### src/rtl/tnn_feature_packer.sv
// ----------------------------------------------------------------------------
// tnn_feature_packer
//
// Producer-side front end for the 2-bit-per-feature TNN classifiers. Raw
// feature beats arrive one at a time on a valid/ready stream. Each beat is
// quantized to a 2-bit code with three fixed thresholds, and the codes are
// assembled into a packed vector. A complete sample is presented to an
// external combinational classifier on feat_vec. The class bit that comes
// back on cls_in is registered and handed off on an output valid/ready
// stream.
//
// Ports:
//   clk        in   sole clock, rising edge
//   rst        in   synchronous active-high reset
//   s_valid    in   raw feature beat valid
//   s_ready    out  packer can accept a beat (COLLECT state only)
//   s_data     in   raw unsigned feature value [RAW_WIDTH]
//   s_last     in   final feature of a sample
//   feat_vec   out  packed codes, feature k at [2k+1:2k] [2*NUM_FEATURES]
//   cls_in     in   classifier result, combinational from feat_vec
//   m_valid    out  class result valid
//   m_ready    in   downstream accepts result
//   m_class    out  registered class bit
//   frame_err  out  one-cycle pulse on a malformed sample
//   sample_cnt out  results handed off, wraps [CNT_WIDTH]
// ----------------------------------------------------------------------------
module tnn_feature_packer #(
    parameter int NUM_FEATURES = 7,
    parameter int RAW_WIDTH    = 8,
    parameter int THR1         = 64,
    parameter int THR2         = 128,
    parameter int THR3         = 192,
    parameter int CNT_WIDTH    = 16
) (
    input  logic                      clk,
    input  logic                      rst,
    input  logic                      s_valid,
    output logic                      s_ready,
    input  logic [RAW_WIDTH-1:0]      s_data,
    input  logic                      s_last,
    output logic [2*NUM_FEATURES-1:0] feat_vec,
    input  logic                      cls_in,
    output logic                      m_valid,
    input  logic                      m_ready,
    output logic                      m_class,
    output logic                      frame_err,
    output logic [CNT_WIDTH-1:0]      sample_cnt
);

    localparam int VEC_W = 2 * NUM_FEATURES;
    localparam int IDX_W = (NUM_FEATURES > 1) ? $clog2(NUM_FEATURES) : 1;

    localparam logic [IDX_W-1:0]     LAST_IDX = IDX_W'(NUM_FEATURES - 1);
    localparam logic [RAW_WIDTH-1:0] L_THR1   = RAW_WIDTH'(THR1);
    localparam logic [RAW_WIDTH-1:0] L_THR2   = RAW_WIDTH'(THR2);
    localparam logic [RAW_WIDTH-1:0] L_THR3   = RAW_WIDTH'(THR3);

    typedef enum logic [1:0] {
        ST_COLLECT = 2'd0,
        ST_EVAL    = 2'd1,
        ST_OUT     = 2'd2
    } state_t;

    state_t               r_state, w_state_next;
    logic [IDX_W-1:0]     r_idx, w_idx_next;
    logic [VEC_W-1:0]     r_asm, w_asm_next, w_asm_beat;
    logic [VEC_W-1:0]     r_feat, w_feat_next;
    logic                 r_m_valid, w_m_valid_next;
    logic                 r_m_class, w_m_class_next;
    logic                 r_frame_err, w_frame_err_next;
    logic [CNT_WIDTH-1:0] r_cnt, w_cnt_next;
    logic                 w_accept;
    logic [1:0]           w_code;

    // Unsigned threshold compare; thresholds are strictly increasing.
    function automatic logic [1:0] f_quantize(input logic [RAW_WIDTH-1:0] raw);
        if (raw < L_THR1)      return 2'd0;
        else if (raw < L_THR2) return 2'd1;
        else if (raw < L_THR3) return 2'd2;
        else                   return 2'd3;
    endfunction

    assign s_ready = (r_state == ST_COLLECT);

    always_comb begin
        w_state_next     = r_state;
        w_idx_next       = r_idx;
        w_asm_next       = r_asm;
        w_feat_next      = r_feat;
        w_m_valid_next   = r_m_valid;
        w_m_class_next   = r_m_class;
        w_frame_err_next = 1'b0;
        w_cnt_next       = r_cnt;

        w_code   = f_quantize(s_data);
        w_accept = s_valid && (r_state == ST_COLLECT);

        // Assembly contents including the current beat, so the final beat
        // reaches feat_vec in the same cycle it is accepted.
        w_asm_beat = r_asm;
        w_asm_beat[int'(r_idx) * 2 +: 2] = w_code;

        case (r_state)
            ST_COLLECT: begin
                if (w_accept) begin
                    if (s_last && (r_idx == LAST_IDX)) begin
                        w_feat_next  = w_asm_beat;
                        w_asm_next   = '0;
                        w_idx_next   = '0;
                        w_state_next = ST_EVAL;
                    end else if (s_last || (r_idx == LAST_IDX)) begin
                        // Early s_last or missing s_last: drop the partial
                        // sample and realign so the next beat is feature 0.
                        w_frame_err_next = 1'b1;
                        w_asm_next       = '0;
                        w_idx_next       = '0;
                    end else begin
                        w_asm_next = w_asm_beat;
                        w_idx_next = r_idx + 1'b1;
                    end
                end
            end
            ST_EVAL: begin
                w_m_class_next = cls_in;
                w_m_valid_next = 1'b1;
                w_state_next   = ST_OUT;
            end
            ST_OUT: begin
                if (m_ready) begin
                    w_m_valid_next = 1'b0;
                    w_cnt_next     = r_cnt + 1'b1;
                    w_state_next   = ST_COLLECT;
                end
            end
            default: begin
                w_state_next = ST_COLLECT;
            end
        endcase
    end

    always_ff @(posedge clk) begin
        if (rst) begin
            r_state     <= ST_COLLECT;
            r_idx       <= '0;
            r_asm       <= '0;
            r_feat      <= '0;
            r_m_valid   <= 1'b0;
            r_m_class   <= 1'b0;
            r_frame_err <= 1'b0;
            r_cnt       <= '0;
        end else begin
            r_state     <= w_state_next;
            r_idx       <= w_idx_next;
            r_asm       <= w_asm_next;
            r_feat      <= w_feat_next;
            r_m_valid   <= w_m_valid_next;
            r_m_class   <= w_m_class_next;
            r_frame_err <= w_frame_err_next;
            r_cnt       <= w_cnt_next;
        end
    end

    assign feat_vec   = r_feat;
    assign m_valid    = r_m_valid;
    assign m_class    = r_m_class;
    assign frame_err  = r_frame_err;
    assign sample_cnt = r_cnt;

endmodule

### config.mk
export PLATFORM = sky130hd
export DESIGN_NAME = tnn_feature_packer
export DESIGN_NICKNAME = d
export VERILOG_FILES = /design/src/rtl/tnn_feature_packer.sv
export SDC_FILE = /design/constraint.sdc
export NUM_CORES = 1
export LEC_CHECK = 0
export BUFFER_PORTS_ARGS = -buffer_cell sky130_fd_sc_hd__clkbuf_2
export CORE_ASPECT_RATIO = 0.6
export CORE_MARGIN = 2
export CORE_UTILIZATION = 40
export DETAILED_ROUTE_END_ITERATION = 6
export SYNTH_ARGS = -nofsm -noshare
export SYNTH_HDL_FRONTEND = slang
export SYNTH_SLANG_ARGS = --single-unit
### constraint.sdc
create_clock -name clk -period 5.75 [get_ports clk]
set_clock_uncertainty 0.2 [all_clocks]
set_input_delay 0.575 -clock clk [delete_from_list [all_inputs] [get_ports clk]]
set_output_delay 0.575 -clock clk [all_outputs]
set_load 0.1 [all_outputs]
# Word level (Yosys, flattened, before mapping)
# Cells that the tools add are included.
# W data, S select, Z words.
# totals
register_bits,52
input_bits,14
# op_classes
add_sub_neg,3
order_cmp,3
eq_ne,6
shifts,2
muxes,15
bitwise_logic,2
n_reduce_logical,11
# op_table
op,count
$neg A4 Y33,1
$shift A2 B33 Y14 const A,1
$shiftx A2 B33 Y14,1
$mux W14,2
$add A16 B1 Y16 const B,1
$lt A8 B8 Y1 const B,2
$bwmux W14,1
$mux W2,5
$lt A8 B7 Y1 const B,1
$mux W3,2
$pmux W2 S3,1
$reduce_and A2 Y1,3
$reduce_and A3 Y1,2
$ne A2 B1 Y1 const B,2
$reduce_or A4 Y1,1
$add A3 B1 Y3 const B,1
$eq A3 B3 Y1 const B,1
$mux W1,3
$eq A2 B1 Y1 const B,1
$eq A2 B2 Y1 const B,1
$logic_and A1 B1 Y1,2
$logic_not A2 Y1,1
$ne A2 B2 Y1 const B,1
$not A1 Y1,2
other kinds (3),3

# Longest topological paths before layout
# Gate-level depths: netlist (run 1).
# depth
depth_word,8
mapped_depth,7
ltp_nobuf,7

# Least setup slack after synthesis (run 1)
# OpenSTA, ideal clock, no wires.
# synth_timing
path_type,reg-to-reg
start,reg r_state[1]
end,reg r_asm[6]
setup_ps,117
t_arrival_ps,2541
required_time_ps,5433
slack_ps,2891
stages_incl_launch_ff,6
path_buffers,1
cell_sequence,dfxtp_1 -> buf_6 -> nor2_1 -> a21oi_1 -> a21o_1 -> a32o_1
# synth_via
elab_chain_cells,3
# synth_rtl
item,line,rtl
"start, declared",64,"state_t r_state, w_state_next;"
"start signal, assigned",152,r_state <= w_state_next;
$logic_not A2 Y1 *,--,
net s_ready,38,"output logic s_ready,"
$logic_and A1 B1 Y1,96,w_accept = s_valid && (r_state == ST_COLLECT);
$reduce_and A2 Y1 (no line) *,--,
"end signal, assigned",154,r_asm <= w_asm_next;
"end, declared",66,"logic [VEC_W-1:0] r_asm, w_asm_next, w_asm_beat;"
# Mark *: on every way through the listed nets, which the timed path passes. The rest lies on a longest branch.
# A chain may end at the register's enable or synchronous reset.

# Final worst setup path (run 1)
# layout_timing
start,reg r_idx[0]
end,"reg r_feat[9], in the netlist feat_vec[9]"
# layout_via
elab_chain_cells,3
elab_cells_between_ends,7
cone_classes,add/sub (1); eq/ne (1); shift (2); mux (1); reduce/logical (2)
# layout_rtl
item,line,rtl
"start, declared",65,"logic [IDX_W-1:0] r_idx, w_idx_next;"
"start signal, assigned",153,r_idx <= w_idx_next;
$neg A4 Y33 / $eq A3 B3 Y1 (equally long branches),"101, 106",
$shiftx A2 B33 Y14 (tied with other cells),101,w_asm_beat[int'(r_idx) * 2 +: 2] = w_code;
$bwmux W14 / $reduce_and A3 Y1 (equally long branches),--,
"end signal, assigned",155,r_feat <= w_feat_next;
"end, declared",67,"logic [VEC_W-1:0] r_feat, w_feat_next;"
# Several ways; a longest one is shown, not always the timed one.

==> metrics.md, run 1 <==
| Metric | Value |
|---|---|
| DR vias/cell | `5.389` |
| Mapped Cells | `275` |
| Top cells by area, synth | `dfxtp_1, nor2_1, ha_1, nand2_1, a21oi_1` |
| FMAX | `0.3734 GHz` |
| Worst setup EP type | `flip-flop` |
| Initial Util | `0.4222` |
| Area of the mapped netlist | `2407 sq um` |
| Setup TNS | `0 ns` |
| Die Area | `roughly 6700 sq um` |
| Total Nets Final | `329` |
| Synthesized net count | `297` |
| Cell Count, Final, Fillers Out | `388` |
| DR DRC count | `0` |
| Count leader, synth | `dfxtp_1` |
| Critical path class | `flip-flop to flip-flop` |
| Minimum clock period | `~2.7 ns` |
| Final worst-path cycle share | `0.4657` |
| CORE AREA | `about 5700 sq um` |
| Post-route setup slack | `3.072 ns` |
| Setup violators final | `0` |
| Share of cells above drive strength 1 | `0.1916` |
| Worst-path maximum fanout | `12` |
| Max Root-Sink Buffers | `2` |
| R2R cell count | `7` |
| Seq/Total Area, Yosys | `0.4324` |
| Gp weighted congestion | `0.8697` |
| CP Data Arrival Time | `2.62 ns` |
| Clock Latency Late Sink | `0.30 ns` |
| R2r startpoint | `r_idx[0]$_SDFFE_PP0P_` |
| First-pass GRT wire length | `9149 microns` |
| Cell count of the worst hold path | `2` |
| Grt total ovfl | `0` |
| Die Wd | `104.2 microns` |
| Worst-margin pin slew | `0.9434 ns` |
| Startpoint Class | `flip-flop` |
| Netlist cell types | `50` |
| IO Count | `48` |
| Lkg Pwr | `~1.0 nW` |
| Pwr Density | `226.0 nW/um^2` |
| Post-CTS Setup Repair Bufs | `0` |
| Hold Startpoint | `feat_vec[0]$_SDFFE_PP0P_` |
| Worst Hold End | `feat_vec[0]$_SDFFE_PP0P_` |
| Clock slew seen by the registers of the worst setup and hold paths | `roughly 0.090 ns` |
| DR vias | `2,091` |
| List of most frequent post-synthesis cells | `dfxtp_1, nor2_1, nand2_1` |
| Layout area overhead | `13.51%` |
| WL per Instance | `14.48 microns` |
| Yosys warns | `0` |
| FF-to-FF End | `feat_vec[9]$_SDFFE_PP0P_` |
| Antenna Nets Post-Route | `0` |
| Outcome | `finished clean` |
| Share of synthesized registers carrying an async set or reset | `0` |
| Vias in the first global route | `1,863` |
| Top-area cell type share of the netlist area | `0.4324` |
| Slew HR | `0.3711` |
| Max_cap viols | `0` |
| Number of hold buffers added after CTS | `0` |
| DRT Wirelength | `5619 microns` |
| Fin. max-slew vios | `0` |
| CTS buffer count | `5` |
| Pre-CTS setup slack | `around 3.1 ns` |
| H-Tree Depth | `2` |
| #FFs+latches synth | `52` |
| Final Hold Vio Count | `0` |
| Cts repair resizes | `0` |
| VDD IR-drop max | `0.1027 mV` |
| GRT Overall Usage | `0.1714` |
| Die Y | `between 60 and 70 microns` |
| RSZ-0062 raised after global routing | `false` |
| Dpl hpwl | `4065 microns` |
| Post-synth EDFFs | `0` |
| Synth area leader | `dfxtp_1` |
| Reg2Reg Setup Slack | `approximately 3.1 ns` |
| Initial antenna violation count | `0` |
| Largest net degree at the start of global routing | `46` |
| WP data required | `5.70 ns` |
| Synthesized area per cell | `8.754 sq um` |
| CTS root buf | `clkbuf_8` |
| DR pass1 iterations | `4` |
| Clock sinks | `52` |
| DP Cell Count | `380` |
| DR iter-0 viols | `115` |
| HP Class | `flip-flop to flip-flop` |
| CTS tree | `yes` |
| Synth Flop Type | `dfxtp_1` |
| Number of inserted diodes | `0` |
| Core Rows | `21` |
| Port Buffers | `41` |
[sequential cells by signal, indices dropped and copies added (netlist names)]
| register | flops |
|---|---|
| m_class | 1 |
| r_asm | 14 |
| m_valid | 1 |
| feat_vec | 14 |
| frame_err | 1 |
| sample_cnt | 16 |
| r_state | 2 |
| r_idx | 3 |
[per-stage QoR]
| stage | hold WS (ns) | util | power (mW) | instance area (sq um) |
|---|---|---|---|---|
| floorplan | 0.2255 | - | 0.3963 | 2407 |
| global placement | 0.2397 | 0.4624 | 0.4059 | 2636 |
| detailed placement | 0.2482 | 0.4624 | 0.4064 | 2636 |
| CTS | 0.2605 | 0.4793 | 0.6245 | 2733 |
| global route | 0.2841 | 0.4793 | 0.6453 | 2733 |
| finish | 0.2583 | 0.4793 | 0.6175 | 2733 |
[cells by family after synthesis]
family / synth area share
xor+xnor: 0.04002
fa+ha+maj: 0.04158
mux: 0.02547
buf+inv: 0.04418
flops: 0.4324
simple gates: 0.2490
compound gates: 0.1674
[final cells by class]
class                   count  area [sq um]
multi-input cells         199          1260
well taps                  80         100.1
inverters                   8         30.03
clock inverters             2         13.76
flip-flops and latches     52          1041
clock buffers               6         82.58
repair buffers             41         205.2
fillers                   575          2969
[placed cells by master (no fill, tap or decap), types with 7 or more instances in the layout]
master    instances
nand3_1          11
nand2_1          22
a21oi_1          13
nor2_1           32
inv_1             8
clkbuf_2         41
dfxtp_1          52
o21ai_0          10
ha_1              8
nor3_1            9
a211oi_1          7
[how the worst max path moves through the flow]
stage                            start                  endpoint  cells after the start
5_1_grt          r_idx[0]$_SDFFE_PP0P_  feat_vec[6]$_SDFFE_PP0P_                      7
2_1_floorplan  r_state[1]$_SDFFE_PP0P_     r_asm[6]$_SDFFE_PP0P_                      5
3_3_place_gp     r_idx[0]$_SDFFE_PP0P_  feat_vec[9]$_SDFFE_PP0P_                      7
3_5_place_dp     r_idx[0]$_SDFFE_PP0P_  feat_vec[9]$_SDFFE_PP0P_                      7
4_1_cts          r_idx[0]$_SDFFE_PP0P_  feat_vec[9]$_SDFFE_PP0P_                      7
6_report         r_idx[0]$_SDFFE_PP0P_  feat_vec[9]$_SDFFE_PP0P_                      7
[power breakdown]
part / total [mW] / internal (mW) / switching (mW)
Clock: 0.219 / 0.0986 / 0.120
Sequential: 0.363 / 0.361 / 0.00201
Combinational: 0.0355 / 0.00976 / 0.0257
[metal layers]
metal / share of wire / vias up / GRT usage
li1: - / 1052 / -
met1: 0.56 / 988 / 0.2572
met2: 0.39 / 49 / 0.2475
met3: 0.038 / 2 / 0.04082
met4: 0.0034 / 0 / 0.03547
met5: 0 / - / 0
[critical path, stage by stage, from the launching register on]
cell and delay, ns:
dfxtp_1 0.56, inv_1 0.19, ha_1 0.26, ha_1 0.43, nor2b_1 0.25, o2111a_1 0.33
mux2i_1 0.22, a211oi_1 0.09
(Power assumes the default switching activity.)
==> inputs of run 2 (changes only) <==
- clock period: 5.75 -> 2.17 ns (I/O delays scaled with it)
==> run 2 against run 1 <==
Compared with the run above: utilization grew 4.1 points; final cell count up 5.7%; register-to-register slack got worse by 3.0 ns; first-iteration DRC count fell by 36%; sequential power increased to 2.6 times the previous value; non-clock buffer count increased by 22; via count up 0.77%; clock-buffer cell count grew 1; fmax increased by 29%; highest routed layer unchanged; total power increased to 2.8 times the previous value; sequential share of layout area shrank 1.8 points; setup slack got worse by 3.0 ns.
==> metrics.md, run 2 (synthesis gave the netlist of run 1 again) <==
| Metric | Value |
|---|---|
| Crit-path slowest cell | `dfxtp_2` |
| Worst-margin pin slew | `0.6223 ns (-0.3211 ns)` |
| Fin. max-slew vios | `0 (unchanged)` |
| Setup TNS | `0 ns (unchanged)` |
| Cell count of the worst hold path | `3 (+1)` |
| Cell family contributing the most delay on the critical path | `adder cells` |
| DR pass1 iterations | `4 (unchanged)` |
| VDD IR-drop max | `0.2734 mV (+170%)` |
| HP Class | `input pin to flip-flop` |
| FMAX | `0.4799 GHz (+29%)` |
| Most frequent cells in the layout | `clkbuf_2, dfxtp_1, nor2_1, nand2_1, buf_4` |
| Dpl hpwl | `4513 microns (+11%)` |
| Final worst-path cycle share | `0.9602 (+0.4945)` |
| DRT Wirelength | `5796 microns (+3.2%)` |
| Pwr Density | `578.5 nW/um^2 (+160%)` |
| WL per Instance | `14.14 microns (-2.4%)` |
| CTS root buf | `clkbuf_8` |
| DR DRC count | `0 (unchanged)` |
| Clock Latency Late Sink | `0.31 ns (about the same)` |
| Clock slew seen by the registers of the worst setup and hold paths | `0.10 ns (about the same)` |
| Share of cells above drive strength 1 | `0.2939 (+0.1024)` |
| WP data required | `2.17 ns (-3.53 ns)` |
| RSZ-0062 raised after global routing | `false` |
| Worst-path maximum fanout | `4 (-8)` |
| Antenna Nets Post-Route | `0 (unchanged)` |
| Met3 Routed Length | `314 microns (+46%)` |
| Die Y | `64.09 microns (unchanged)` |
| GRT Overall Usage | `0.1864 (+0.01496)` |
| Top sig layer | `met4` |
| Die Wd | `104.2 microns (unchanged)` |
| Startpoint Class | `flip-flop` |
| Final Cell Area | `2964 sq um (+8.5%)` |
| Core Rows | `21 (unchanged)` |
| R2r startpoint | `r_idx[0]$_SDFFE_PP0P_` |
| Total Nets Final | `351 (+6.7%)` |
| Reg2Reg Setup Slack | `0.09 ns (-2.99 ns)` |
| First-pass GRT wire length | `9804 microns (+7.2%)` |
| Port Buffers | `41 (unchanged)` |
| DR vias/cell | `5.139 (-4.6%)` |
| Layout area overhead | `23.13%` |
| DR WL met2 | `2133 microns (-3.9%)` |
| Worst setup EP type | `flip-flop` |
| Buffers and inverters on the worst path | `1 (unchanged)` |
| Max_cap viols | `0 (unchanged)` |
| Largest net degree at the start of global routing | `20 (-57%)` |
| Initial Util | `0.4222 (unchanged)` |
| Worst-path cell chain | `inv_1, ha_1, ha_1, nor2b_1, o2111a_1, mux2i_2, a211oi_1` |
| Critical path class | `flip-flop to flip-flop` |
| FILL cells | `548 (-4.7%)` |
| Max Root-Sink Buffers | `2 (unchanged)` |
| Gp weighted congestion | `0.8172 (-6.0%)` |
| Final Hold Vio Count | `0 (unchanged)` |
| Hold Startpoint | `s_data[6]` |
| Setup violators final | `0 (unchanged)` |
| Lkg Pwr | `1.162 nW (+13%)` |
| Storage element area | `1076 sq um (+3.4%)` |
| CTS tree | `yes` |
| IO Count | `48 (unchanged)` |
| Clock sinks | `52 (unchanged)` |
| CORE AREA | `5702 sq um (unchanged)` |
| Vias in the first global route | `1,918 (+3.0%)` |
| CP Data Arrival Time | `2.08 ns (-0.54 ns)` |
| CP dominant cell by count | `ha_1` |
| Multi-input logic area | `1279 sq um (+1.5%)` |
| CTS buffer count | `5 (unchanged)` |
| DP Area | `2836 sq um (+7.6%)` |
| Max reg flops | `16 (unchanged)` |
| Die Area | `6675 sq um (unchanged)` |
| DR iter-0 viols | `74 (-36%)` |
| Post-CTS Setup Repair Bufs | `0 (unchanged)` |
| DR vias | `2,107 (+0.77%)` |
| Number of inserted diodes | `0 (unchanged)` |
| R2R cell count | `7 (unchanged)` |
| M1 WL | `3331 microns (+5.2%)` |
| Slew HR | `0.5852 (+0.2141)` |
| Grt total ovfl | `0 (unchanged)` |
| Outcome | `finished clean` |
| H-Tree Depth | `2 (unchanged)` |
| Worst Hold End | `r_asm[0]$_SDFFE_PP0P_` |
| Minimum clock period | `2.084 ns (-0.5941 ns)` |
| Initial antenna violation count | `0 (unchanged)` |
| Max stage delay on crit path | `0.33 ns (-0.23 ns)` |
| Commonest non-fill, non-tap cell in the layout | `clkbuf_2` |
| FF-to-FF End | `feat_vec[8]$_SDFFE_PP0P_` |
-- run 2: changes by cell type in the layout (fill, tap and decap cells not counted), moves of 7 or more --
cell | before | now
buf_4 | 0 | 21
dfxtp_1 | 52 | 38
dfxtp_2 | 0 | 7
dfxtp_4 | 0 | 7
-- run 2: metrics by stage --
stage          setup WS (ns)  hold slack, ns  std cells  power, mW  utilization
6_report             0.08632         0.01400        410      1.715       0.5199
5_1_grt            0.0007490         0.02971        410      1.778       0.5199
4_1_cts              0.05858        0.002052        410      1.721       0.5179
3_5_place_dp         0.08331          0.2483        401      1.085       0.4975
3_3_place_gp         0.09579          0.2387        401      1.083       0.4975
2_1_floorplan        0.04886          0.1711        275      1.042            -
-- run 2: what timing repair did --
item	CTS	global route
endpoints found under the hold margin	1	0
resized for setup	0	4
setup endpoints to repair	0	6
hold buffers	1	0
-- run 2: how the worst max path moves through the flow --
stage	from	to	slack [ns]	cells past startpoint
finish	r_idx[0]$_SDFFE_PP0P_	feat_vec[8]$_SDFFE_PP0P_	0.09	7
detailed placement	r_idx[0]$_SDFFE_PP0P_	feat_vec[12]$_SDFFE_PP0P_	0.08	7
global placement	r_idx[1]$_SDFFE_PP0P_	feat_vec[12]$_SDFFE_PP0P_	0.1	7
CTS	r_idx[0]$_SDFFE_PP0P_	feat_vec[12]$_SDFFE_PP0P_	0.06	7
floorplan	r_idx[0]$_SDFFE_PP0P_	feat_vec[8]$_SDFFE_PP0P_	0.05	7
global route	r_idx[1]$_SDFFE_PP0P_	feat_vec[12]$_SDFFE_PP0P_	0.0007	7
-- run 2: tightest hold or removal path, stage by stage --
cell and delay [ns]:
clkbuf_2 0.11, nand4_1 0.11, o21ai_2 0.05
-- run 2: metal layers --
metal,global-route usage,up-vias
li1,-,1092
met1,0.2933,962
met2,0.2492,51
met3,0.04286,2
met4,0.04561,0
met5,0,-
-- run 2: layout make-up --
class,count,area share
clock inverter,1,0.002955
timing repair buffer,63,0.1258
inverter,8,0.01013
sequential,52,0.3630
tap,80,0.03377
clock buffer,7,0.03293
multi-input combinational,199,0.4314
-- run 2: where the power goes --
part | total (mW) | switching (mW) | internal, mW
clock | 0.649 | 0.346 | 0.303
sequential | 0.950 | 0.00149 | 0.948
combinational | 0.115 | 0.0743 | 0.0409
total | 1.71 | 0.422 | 1.29
